==> config.mk <==
export PLATFORM = sky130hd
export DESIGN_NAME = pi_bus_sequencer_flat
export DESIGN_NICKNAME = d
export VERILOG_FILES = /design/src/rtl/pi_bus_sequencer_pkg.sv /design/src/rtl/pi_bus_sequencer_if.sv /design/src/rtl/pi_bus_sequencer_timer.sv /design/src/rtl/pi_bus_sequencer.sv /design/src/flat_wrapper.sv
export SDC_FILE = /design/constraint.sdc
export NUM_CORES = 1
export LEC_CHECK = 0
export CAP_MARGIN = 25
export CORE_MARGIN = 3
export CORE_UTILIZATION = 42
export CTS_CLUSTER_DIAMETER = 80
export CTS_CLUSTER_SIZE = 12
export DETAILED_ROUTE_END_ITERATION = 10
export PLACE_DENSITY_LB_ADDON = 0.15
export SETUP_SLACK_MARGIN = 0.15
export SLEW_MARGIN = 20
export SYNTH_ARGS = -nofsm -noshare
export SYNTH_HDL_FRONTEND = slang
export SYNTH_SLANG_ARGS = --single-unit
==> constraint.sdc <==
create_clock -name sys_clk -period 1.5 [get_ports sys_clk]
set_input_delay 0.3 -clock sys_clk [delete_from_list [all_inputs] [get_ports sys_clk]]
set_output_delay 0.3 -clock sys_clk [all_outputs]
set_load 0.02 [all_outputs]
==> src/rtl/pi_bus_sequencer_pkg.sv <==
// pi_bus_pkg: shared types and constants for the Pi bus sequencer.
package pi_bus_pkg;

  localparam int unsigned STATE_W = 3;
  localparam int unsigned ADDR_W  = 17;
  localparam int unsigned DATA_W  = 8;

  localparam int unsigned DEF_SETUP_CYCLES   = 1;
  localparam int unsigned DEF_STROBE_CYCLES  = 2;
  localparam int unsigned DEF_TIMEOUT_CYCLES = 255;

  typedef enum logic [STATE_W-1:0] {
    ST_IDLE      = 3'd0,
    ST_WAIT_SLOT = 3'd1,
    ST_SETUP     = 3'd2,
    ST_STROBE    = 3'd3,
    ST_HOLD      = 3'd4,
    ST_DONE      = 3'd5
  } pi_state_e;

  // Request captured from the decoder when a transaction is accepted.
  typedef struct packed {
    logic [ADDR_W-1:0] addr;
    logic [DATA_W-1:0] data;
    logic              rd;
  } pi_req_t;

  function automatic int unsigned max2(input int unsigned a, input int unsigned b);
    return (a > b) ? a : b;
  endfunction

endpackage

==> src/rtl/pi_bus_sequencer_if.sv <==
// Decoder handshake and RAM/IO bus signals of the Pi bus sequencer.
interface pi_bus_sequencer_if;
  import pi_bus_pkg::*;

  // decoder side
  logic [ADDR_W-1:0] pi_addr;
  logic [DATA_W-1:0] pi_wr_data;
  logic              pi_rw_b;
  logic              pi_pending;
  logic [DATA_W-1:0] pi_rd_data;
  logic              pi_done;
  logic              pi_error;
  // bus side
  logic              bus_slot;
  logic [DATA_W-1:0] bus_data_in;
  logic              bus_own;
  logic [ADDR_W-1:0] bus_addr;
  logic [DATA_W-1:0] bus_data_out;
  logic              bus_data_oe;
  logic              ram_we_n;
  logic              ram_oe_n;

  // sequencer view
  modport slave (
    input  pi_addr, pi_wr_data, pi_rw_b, pi_pending, bus_slot, bus_data_in,
    output pi_rd_data, pi_done, pi_error, bus_own, bus_addr, bus_data_out,
           bus_data_oe, ram_we_n, ram_oe_n
  );

  // decoder / timing generator / RAM view
  modport master (
    output pi_addr, pi_wr_data, pi_rw_b, pi_pending, bus_slot, bus_data_in,
    input  pi_rd_data, pi_done, pi_error, bus_own, bus_addr, bus_data_out,
           bus_data_oe, ram_we_n, ram_oe_n
  );
endinterface

==> src/rtl/pi_bus_sequencer_timer.sv <==
// pi_bus_timer: loadable down-counter that stops at zero and flags it.
module pi_bus_timer #(
  parameter int unsigned W = 2
) (
  input  logic         clk,
  input  logic         rst_n,
  input  logic         load,
  input  logic [W-1:0] load_val,
  input  logic         dec,
  output logic         zero
);

  logic [W-1:0] cnt_d, cnt_q;

  // load wins over decrement; saturate at zero
  always_comb begin
    cnt_d = cnt_q;
    if (load)                   cnt_d = load_val;
    else if (dec && cnt_q != '0) cnt_d = cnt_q - 1'b1;
  end

  // counter register
  always_ff @(posedge clk) begin
    if (!rst_n) cnt_q <= '0;
    else        cnt_q <= cnt_d;
  end

  assign zero = (cnt_q == '0);

endmodule

==> src/rtl/pi_bus_sequencer.sv <==
// pi_bus_sequencer: runs one single-byte RAM/IO access per decoder request
// inside a Pi bus slot. Optional WAIT_SLOT timeout under PI_BUS_TIMEOUT_EN.
module pi_bus_sequencer
  import pi_bus_pkg::*;
#(
  parameter int unsigned SETUP_CYCLES   = DEF_SETUP_CYCLES,
  parameter int unsigned STROBE_CYCLES  = DEF_STROBE_CYCLES,
  parameter int unsigned TIMEOUT_CYCLES = DEF_TIMEOUT_CYCLES
) (
  input  logic               sys_clk,
  input  logic               reset_n,
  pi_bus_sequencer_if.slave  bus,
  output logic [STATE_W-1:0] state
);

  localparam int unsigned PH_W = $clog2(max2(SETUP_CYCLES, STROBE_CYCLES) + 1);
  localparam logic [PH_W-1:0] SETUP_LD  = PH_W'(SETUP_CYCLES - 1);
  localparam logic [PH_W-1:0] STROBE_LD = PH_W'(STROBE_CYCLES - 1);

  pi_state_e         state_q;
  pi_req_t           req_q;
  logic [DATA_W-1:0] rd_data_q;
  logic              done_q;
  logic              own_q;
  logic [ADDR_W-1:0] bus_addr_q;
  logic [DATA_W-1:0] dout_q;
  logic              doe_q;
  logic              we_n_q;
  logic              oe_n_q;

  logic              ph_load;
  logic [PH_W-1:0]   ph_val;
  logic              ph_dec;
  logic              ph_zero;

  // phase counter control, kept in step with the FSM transitions
  always_comb begin
    ph_load = 1'b0;
    ph_val  = '0;
    ph_dec  = 1'b0;
    case (state_q)
      ST_WAIT_SLOT: if (bus.bus_slot) begin
        ph_load = 1'b1;
        ph_val  = SETUP_LD;
      end
      ST_SETUP: if (ph_zero) begin
        ph_load = 1'b1;
        ph_val  = STROBE_LD;
      end else begin
        ph_dec  = 1'b1;
      end
      ST_STROBE: ph_dec = 1'b1;
      default: ;
    endcase
  end

  pi_bus_timer #(.W(PH_W)) u_phase (
    .clk      (sys_clk),
    .rst_n    (reset_n),
    .load     (ph_load),
    .load_val (ph_val),
    .dec      (ph_dec),
    .zero     (ph_zero)
  );

`ifdef PI_BUS_TIMEOUT_EN
  localparam int unsigned TO_W = $clog2(TIMEOUT_CYCLES + 1);
  localparam logic [TO_W-1:0] TO_LD = TO_W'(TIMEOUT_CYCLES - 1);

  logic to_load;
  logic to_dec;
  logic to_zero;
  logic err_q;

  // rearm on every entry to WAIT_SLOT, count only while waiting
  always_comb begin
    to_load = (state_q == ST_IDLE) && bus.pi_pending;
    to_dec  = (state_q == ST_WAIT_SLOT);
  end

  pi_bus_timer #(.W(TO_W)) u_timeout (
    .clk      (sys_clk),
    .rst_n    (reset_n),
    .load     (to_load),
    .load_val (TO_LD),
    .dec      (to_dec),
    .zero     (to_zero)
  );
`endif

  // transaction FSM with registered bus and handshake outputs
  always_ff @(posedge sys_clk) begin
    if (!reset_n) begin
      state_q    <= ST_IDLE;
      req_q      <= '0;
      rd_data_q  <= '0;
      done_q     <= 1'b0;
      own_q      <= 1'b0;
      bus_addr_q <= '0;
      dout_q     <= '0;
      doe_q      <= 1'b0;
      we_n_q     <= 1'b1;
      oe_n_q     <= 1'b1;
`ifdef PI_BUS_TIMEOUT_EN
      err_q      <= 1'b0;
`endif
    end else begin
      case (state_q)
        ST_IDLE: if (bus.pi_pending) begin
          req_q   <= '{addr: bus.pi_addr, data: bus.pi_wr_data, rd: bus.pi_rw_b};
          state_q <= ST_WAIT_SLOT;
        end
        ST_WAIT_SLOT: begin
          if (bus.bus_slot) begin
            state_q    <= ST_SETUP;
            own_q      <= 1'b1;
            bus_addr_q <= req_q.addr;
            if (!req_q.rd) begin
              dout_q <= req_q.data;
              doe_q  <= 1'b1;
            end
          end else if (!bus.pi_pending) begin
            state_q <= ST_IDLE;
`ifdef PI_BUS_TIMEOUT_EN
          end else if (to_zero) begin
            // give up without touching the bus
            state_q   <= ST_DONE;
            done_q    <= 1'b1;
            err_q     <= 1'b1;
            rd_data_q <= 8'hFF;
`endif
          end
        end
        ST_SETUP: if (ph_zero) begin
          state_q <= ST_STROBE;
          if (req_q.rd) oe_n_q <= 1'b0;
          else          we_n_q <= 1'b0;
        end
        ST_STROBE: if (ph_zero) begin
          state_q <= ST_HOLD;
          we_n_q  <= 1'b1;
          oe_n_q  <= 1'b1;
          if (req_q.rd) rd_data_q <= bus.bus_data_in;
        end
        ST_HOLD: begin
          state_q <= ST_DONE;
          own_q   <= 1'b0;
          doe_q   <= 1'b0;
          done_q  <= 1'b1;
        end
        ST_DONE: if (!bus.pi_pending) begin
          state_q <= ST_IDLE;
          done_q  <= 1'b0;
`ifdef PI_BUS_TIMEOUT_EN
          err_q   <= 1'b0;
`endif
        end
        default: state_q <= ST_IDLE;
      endcase
    end
  end

  assign state            = state_q;
  assign bus.pi_rd_data   = rd_data_q;
  assign bus.pi_done      = done_q;
  assign bus.bus_own      = own_q;
  assign bus.bus_addr     = bus_addr_q;
  assign bus.bus_data_out = dout_q;
  assign bus.bus_data_oe  = doe_q;
  assign bus.ram_we_n     = we_n_q;
  assign bus.ram_oe_n     = oe_n_q;
`ifdef PI_BUS_TIMEOUT_EN
  assign bus.pi_error     = err_q;
`else
  assign bus.pi_error     = 1'b0;
`endif

endmodule

==> src/flat_wrapper.sv <==
// flat-port wrapper written by rule: the top's interface ports become plain ports
module pi_bus_sequencer_flat import pi_bus_pkg::*;
#(
  parameter int unsigned SETUP_CYCLES   = DEF_SETUP_CYCLES,
  parameter int unsigned STROBE_CYCLES  = DEF_STROBE_CYCLES,
  parameter int unsigned TIMEOUT_CYCLES = DEF_TIMEOUT_CYCLES
)
  (sys_clk, reset_n, state, bus_pi_addr, bus_pi_wr_data, bus_pi_rw_b, bus_pi_pending, bus_bus_slot, bus_bus_data_in, bus_pi_rd_data, bus_pi_done, bus_pi_error, bus_bus_own, bus_bus_addr, bus_bus_data_out, bus_bus_data_oe, bus_ram_we_n, bus_ram_oe_n);
  pi_bus_sequencer_if bus_i ();
  input  logic sys_clk;
  input  logic reset_n;
  output logic [STATE_W-1:0] state;
  input wire logic [$bits(bus_i.pi_addr)-1:0] bus_pi_addr;
  input wire logic [$bits(bus_i.pi_wr_data)-1:0] bus_pi_wr_data;
  input wire logic [$bits(bus_i.pi_rw_b)-1:0] bus_pi_rw_b;
  input wire logic [$bits(bus_i.pi_pending)-1:0] bus_pi_pending;
  input wire logic [$bits(bus_i.bus_slot)-1:0] bus_bus_slot;
  input wire logic [$bits(bus_i.bus_data_in)-1:0] bus_bus_data_in;
  output wire logic [$bits(bus_i.pi_rd_data)-1:0] bus_pi_rd_data;
  output wire logic [$bits(bus_i.pi_done)-1:0] bus_pi_done;
  output wire logic [$bits(bus_i.pi_error)-1:0] bus_pi_error;
  output wire logic [$bits(bus_i.bus_own)-1:0] bus_bus_own;
  output wire logic [$bits(bus_i.bus_addr)-1:0] bus_bus_addr;
  output wire logic [$bits(bus_i.bus_data_out)-1:0] bus_bus_data_out;
  output wire logic [$bits(bus_i.bus_data_oe)-1:0] bus_bus_data_oe;
  output wire logic [$bits(bus_i.ram_we_n)-1:0] bus_ram_we_n;
  output wire logic [$bits(bus_i.ram_oe_n)-1:0] bus_ram_oe_n;
  assign bus_i.pi_addr = bus_pi_addr;
  assign bus_i.pi_wr_data = bus_pi_wr_data;
  assign bus_i.pi_rw_b = bus_pi_rw_b;
  assign bus_i.pi_pending = bus_pi_pending;
  assign bus_i.bus_slot = bus_bus_slot;
  assign bus_i.bus_data_in = bus_bus_data_in;
  assign bus_pi_rd_data = bus_i.pi_rd_data;
  assign bus_pi_done = bus_i.pi_done;
  assign bus_pi_error = bus_i.pi_error;
  assign bus_bus_own = bus_i.bus_own;
  assign bus_bus_addr = bus_i.bus_addr;
  assign bus_bus_data_out = bus_i.bus_data_out;
  assign bus_bus_data_oe = bus_i.bus_data_oe;
  assign bus_ram_we_n = bus_i.ram_we_n;
  assign bus_ram_oe_n = bus_i.ram_oe_n;
  pi_bus_sequencer #(.SETUP_CYCLES(SETUP_CYCLES), .STROBE_CYCLES(STROBE_CYCLES), .TIMEOUT_CYCLES(TIMEOUT_CYCLES)) u_core (.sys_clk(sys_clk), .reset_n(reset_n), .bus(bus_i), .state(state));
endmodule
==> out/results.tsv, run 1 <==
stage	metric	value	unit
status	outcome	complete, no violations	
placement	pre-CTS WS	-0.2639	ns
clock_network	H-tree depth	3	
cells_and_area	Fill cells	538	
sta	RSZ-0062 raised after global routing	yes	
power	leakage power	1.586	nW
placement	placed wire-length estimate	3989	um
power	pwr/cell area	1020	nW/um^2
cells_and_area	fraction of layout cells with a size suffix above 1	16.58	%
worst_setup_path	Worst setup SP type	flip-flop	
placement	GPL Wtd Cong	0.7852	
synthesis	register area share after synthesis	51.54	%
sta	crit share post-route	91.45	%
run	MaxCap Viol Count	0	
power	Seq pwr share	49.8	%
sta	fmax	729.0	MHz
floorplanning	Die Y	85.88	um
drt	1st-iter DRT viols	97	
power	Sw Ratio	25.08	%
worst_setup_path	critical path peak fanout	7	
clock_network	hold buffer count at CTS	0	
sta	Clock Skew	0.002743	ns
sta	setup tns final	0	ns
worst_setup_path	Critical Path RT	1.76	ns
clock_network	clk slew on worst S/H paths	0.07	ns
power	Cell Int Power	0.002948	W
synthesis	Yosys reg bits	69	
worst_setup_path	CP endpoint kind	flip-flop	
min_path	Hold Path Class	in -> reg	
placement	port bufs	78	
clock_network	CTS tree	yes	
synthesis	area share of the largest cell type after synthesis	51.54	%
cells_and_area	Final Core Density	63.65	%
synthesis	Async S/R FF share, synth	0	%
floorplanning	Core Region	6061	um^2
floorplanning	starting density of the core	44.22	%
cells_and_area	final std cells w/o fill	455	
synthesis	Post-synth top flop	dfxtp_1	
sta	Slew Limit Fails	0	
global_routing	number of antenna violations at the first check in global routing	0	
drt	drt first pass iters	4	
drt	Avg Vias per Cell	4.996	
floorplanning	# rows	28	
worst_setup_path	WS Path Type	reg -> reg	
sta	Final Hold Fails	0	
clock_network	clk sinks	69	
worst_setup_path	Arr. time, crit path	1.63	ns
cells_and_area	Storage cell area	1394	um^2
drt	routed length per instance	14.45	um
synthesis	most frequent cell after synthesis	nand2_1	
global_routing	vias in the first global route	2183	
clock_network	CTS Buf Count	9	
synthesis	dominant cell type by area after synthesis	dfxtp_1	
global_routing	gr usage total	18.38	%
power	Peak VDD IR	0.5979	mV
sta	Tmin final	1.372	ns
global_routing	largest net degree at the start of global routing	37	
sta	final setup vio count	0	
synthesis	Ys Warns	0	
synthesis	synthesized area	2680	um^2
synthesis	top cells by count, synth	nand2_1, dfxtp_1, a21boi_1	
global_routing	GR peak layer	met2	
power	Net Switching	0.0009865	W
global_routing	first-pass GRT wire length	10480	um
global_routing	met1 Use GR	22.51	%
floorplanning	Ports	80	
synthesis	Syn Nets	322	
synthesis	Netlist cell types	34	
synthesis	Mapped Cells	283	
drt	WL final	6573	um
drt	post-route antenna net violation count	0	
power	combinational power share	14.5	%
floorplanning	Die W	85.88	um
cells_and_area	fin nets	414	
global_routing	met3 Track Usage GR	6.340	%
power	clock power share	35.6	%
cells_and_area	footprint of the multi-input gates	1200	um^2
floorplanning	die area	7375	um^2
global_routing	met2 usage	29.85	%
synthesis	Synth area leaders	dfxtp_1, nand2_1, mux2i_1, a21boi_1, a22o_1	
drt	number of vias in the routed layout	2273	
placement	Placed Instances	426	
clock_network	clk_lat worst skew	0.34	ns
synthesis	syn_area_per_cell	9.470	um^2
clock_network	worst-case clock buffer depth	2	
cells_and_area	Area Overhead vs Synth	43.93	%
clock_network	CTS root buffer	clkbuf_8	
global_routing	global route total overflow	0	
drt	residual DRC count	0	
sta	worst setup slack after layout	0.1283	ns
cells_and_area	Ant. Diodes	0	
synthesis	number of synthesized flops with an enable pin	0	
[flip-flops by register name, summed over array words and instances (netlist names), 2 cells and up]
register and flops:
u_core.req_q 26, u_core.bus.bus_data_out 8, u_core.bus.pi_rd_data 8, u_core.u_phase.cnt_q 2, u_core.bus.bus_addr 17, u_core.state 3
[power groups by stage]
stage	sequential [W]	combinational, W	clock (W)
detailed placement	0.00200	0.000515	0
global placement	0.00200	0.000506	0
floorplan	0.00201	0.000282	0
CTS	0.00196	0.000560	0.00144
global route	0.00197	0.000616	0.00152
finish	0.00196	0.000571	0.00140
[critical path, cell delays in order, from the launching register on]
cell      delay [ns]
dfxtp_1         0.31
inv_2           0.07
ha_4            0.17
nand4b_1        0.19
nor2_4          0.20
buf_12          0.14
mux2i_2         0.21
[kinds of logic (layout without fill, tap and decap cells)]
kind of cell               after synthesis  after routing  synth area share, %
and+or+nand+nor                        112            114                19.61
DFF                                     69             69                51.54
AOI/OAI and AO/OA                       56             56                16.11
buffers and inverters                   26            121                5.508
muxes                                   16             16                5.976
xor gates and xnor gates                 2              2               0.6537
adders and majority gates                1              1               0.4668
other                                    1              1               0.1399
[timing repair]
item                                    in CTS  in global routing
gates cloned                                 2                  1
gates resized for setup                     52                 38
endpoints found under the setup margin      75                 89
setup buffers                                5                  5
pin swaps                                    1                  7
[final timing paths]
kind	cells after the start	end	slack, ns	from
hold / removal	2	u_core.req_q[13]	0.32	reset_n
setup reg to reg	6	u_core.bus.pi_rd_data[0]	0.13	u_core.u_phase.cnt_q[1]
hold reg to reg	2	u_core.req_q[21]	0.45	u_core.req_q[21]
setup / recovery	6	u_core.bus.pi_rd_data[0]	0.13	u_core.u_phase.cnt_q[1]
[per-stage QoR]
| stage | area [um^2] | hold slack (ns) | total power [W] |
|---|---|---|---|
| 2_1_floorplan | 2710 | 0.4347 | 0.002295 |
| 3_3_place_gp | 3568 | 0.4373 | 0.002504 |
| 3_5_place_dp | 3568 | 0.4457 | 0.002516 |
| 4_1_cts | 3820 | 0.3008 | 0.003957 |
| 5_1_grt | 3857 | 0.3091 | 0.004107 |
| 6_report | 3857 | 0.3151 | 0.003934 |
[layer usage]
layer	vias up	part of all wire [%]
met5	-	0
met3	11	4.7
met2	50	49
met1	1078	45
li1	1134	-
met4	0	1.5
[area by class of cell]
class | instances | share of cell area (%)
clock buffers | 13 | 4.411
clock inverters | 3 | 0.4541
inverters | 4 | 0.3892
multi-input cells | 190 | 31.11
flip-flops and latches | 69 | 36.13
well taps | 75 | 2.433
repair buffers | 101 | 25.07
[cell usage in the layout (no fill, tap or decap), types with 3 or more instances in the layout]
master,count
a21boi_0,5
a21boi_1,22
a21oi_1,3
a22o_1,17
buf_12,5
buf_2,3
buf_4,17
clkbuf_2,7
clkbuf_8,10
clkdlybuf4s15_1,18
clkdlybuf4s50_1,35
dfxtp_1,65
dfxtp_4,3
dlygate4sd2_1,15
mux2i_1,15
nand2_1,87
nand3_1,4
nor2b_1,4
nor3b_1,3
o21ai_0,3
or4b_4,3
Note: power is estimated with default switching activity, not from simulation.
==> run 2, diff against run 1 <==
- SKIP_LAST_GASP: unset -> 1
==> results of run 2 <==
Final layout, timing and power as in run 1 (identical DEF).
==> run 3, diff against run 2 <==
- CAP_MARGIN: 25 -> 20
- CTS_CLUSTER_DIAMETER: 80 -> 150
==> results of run 3 <==
Final layout, timing and power as in run 1 (identical DEF).
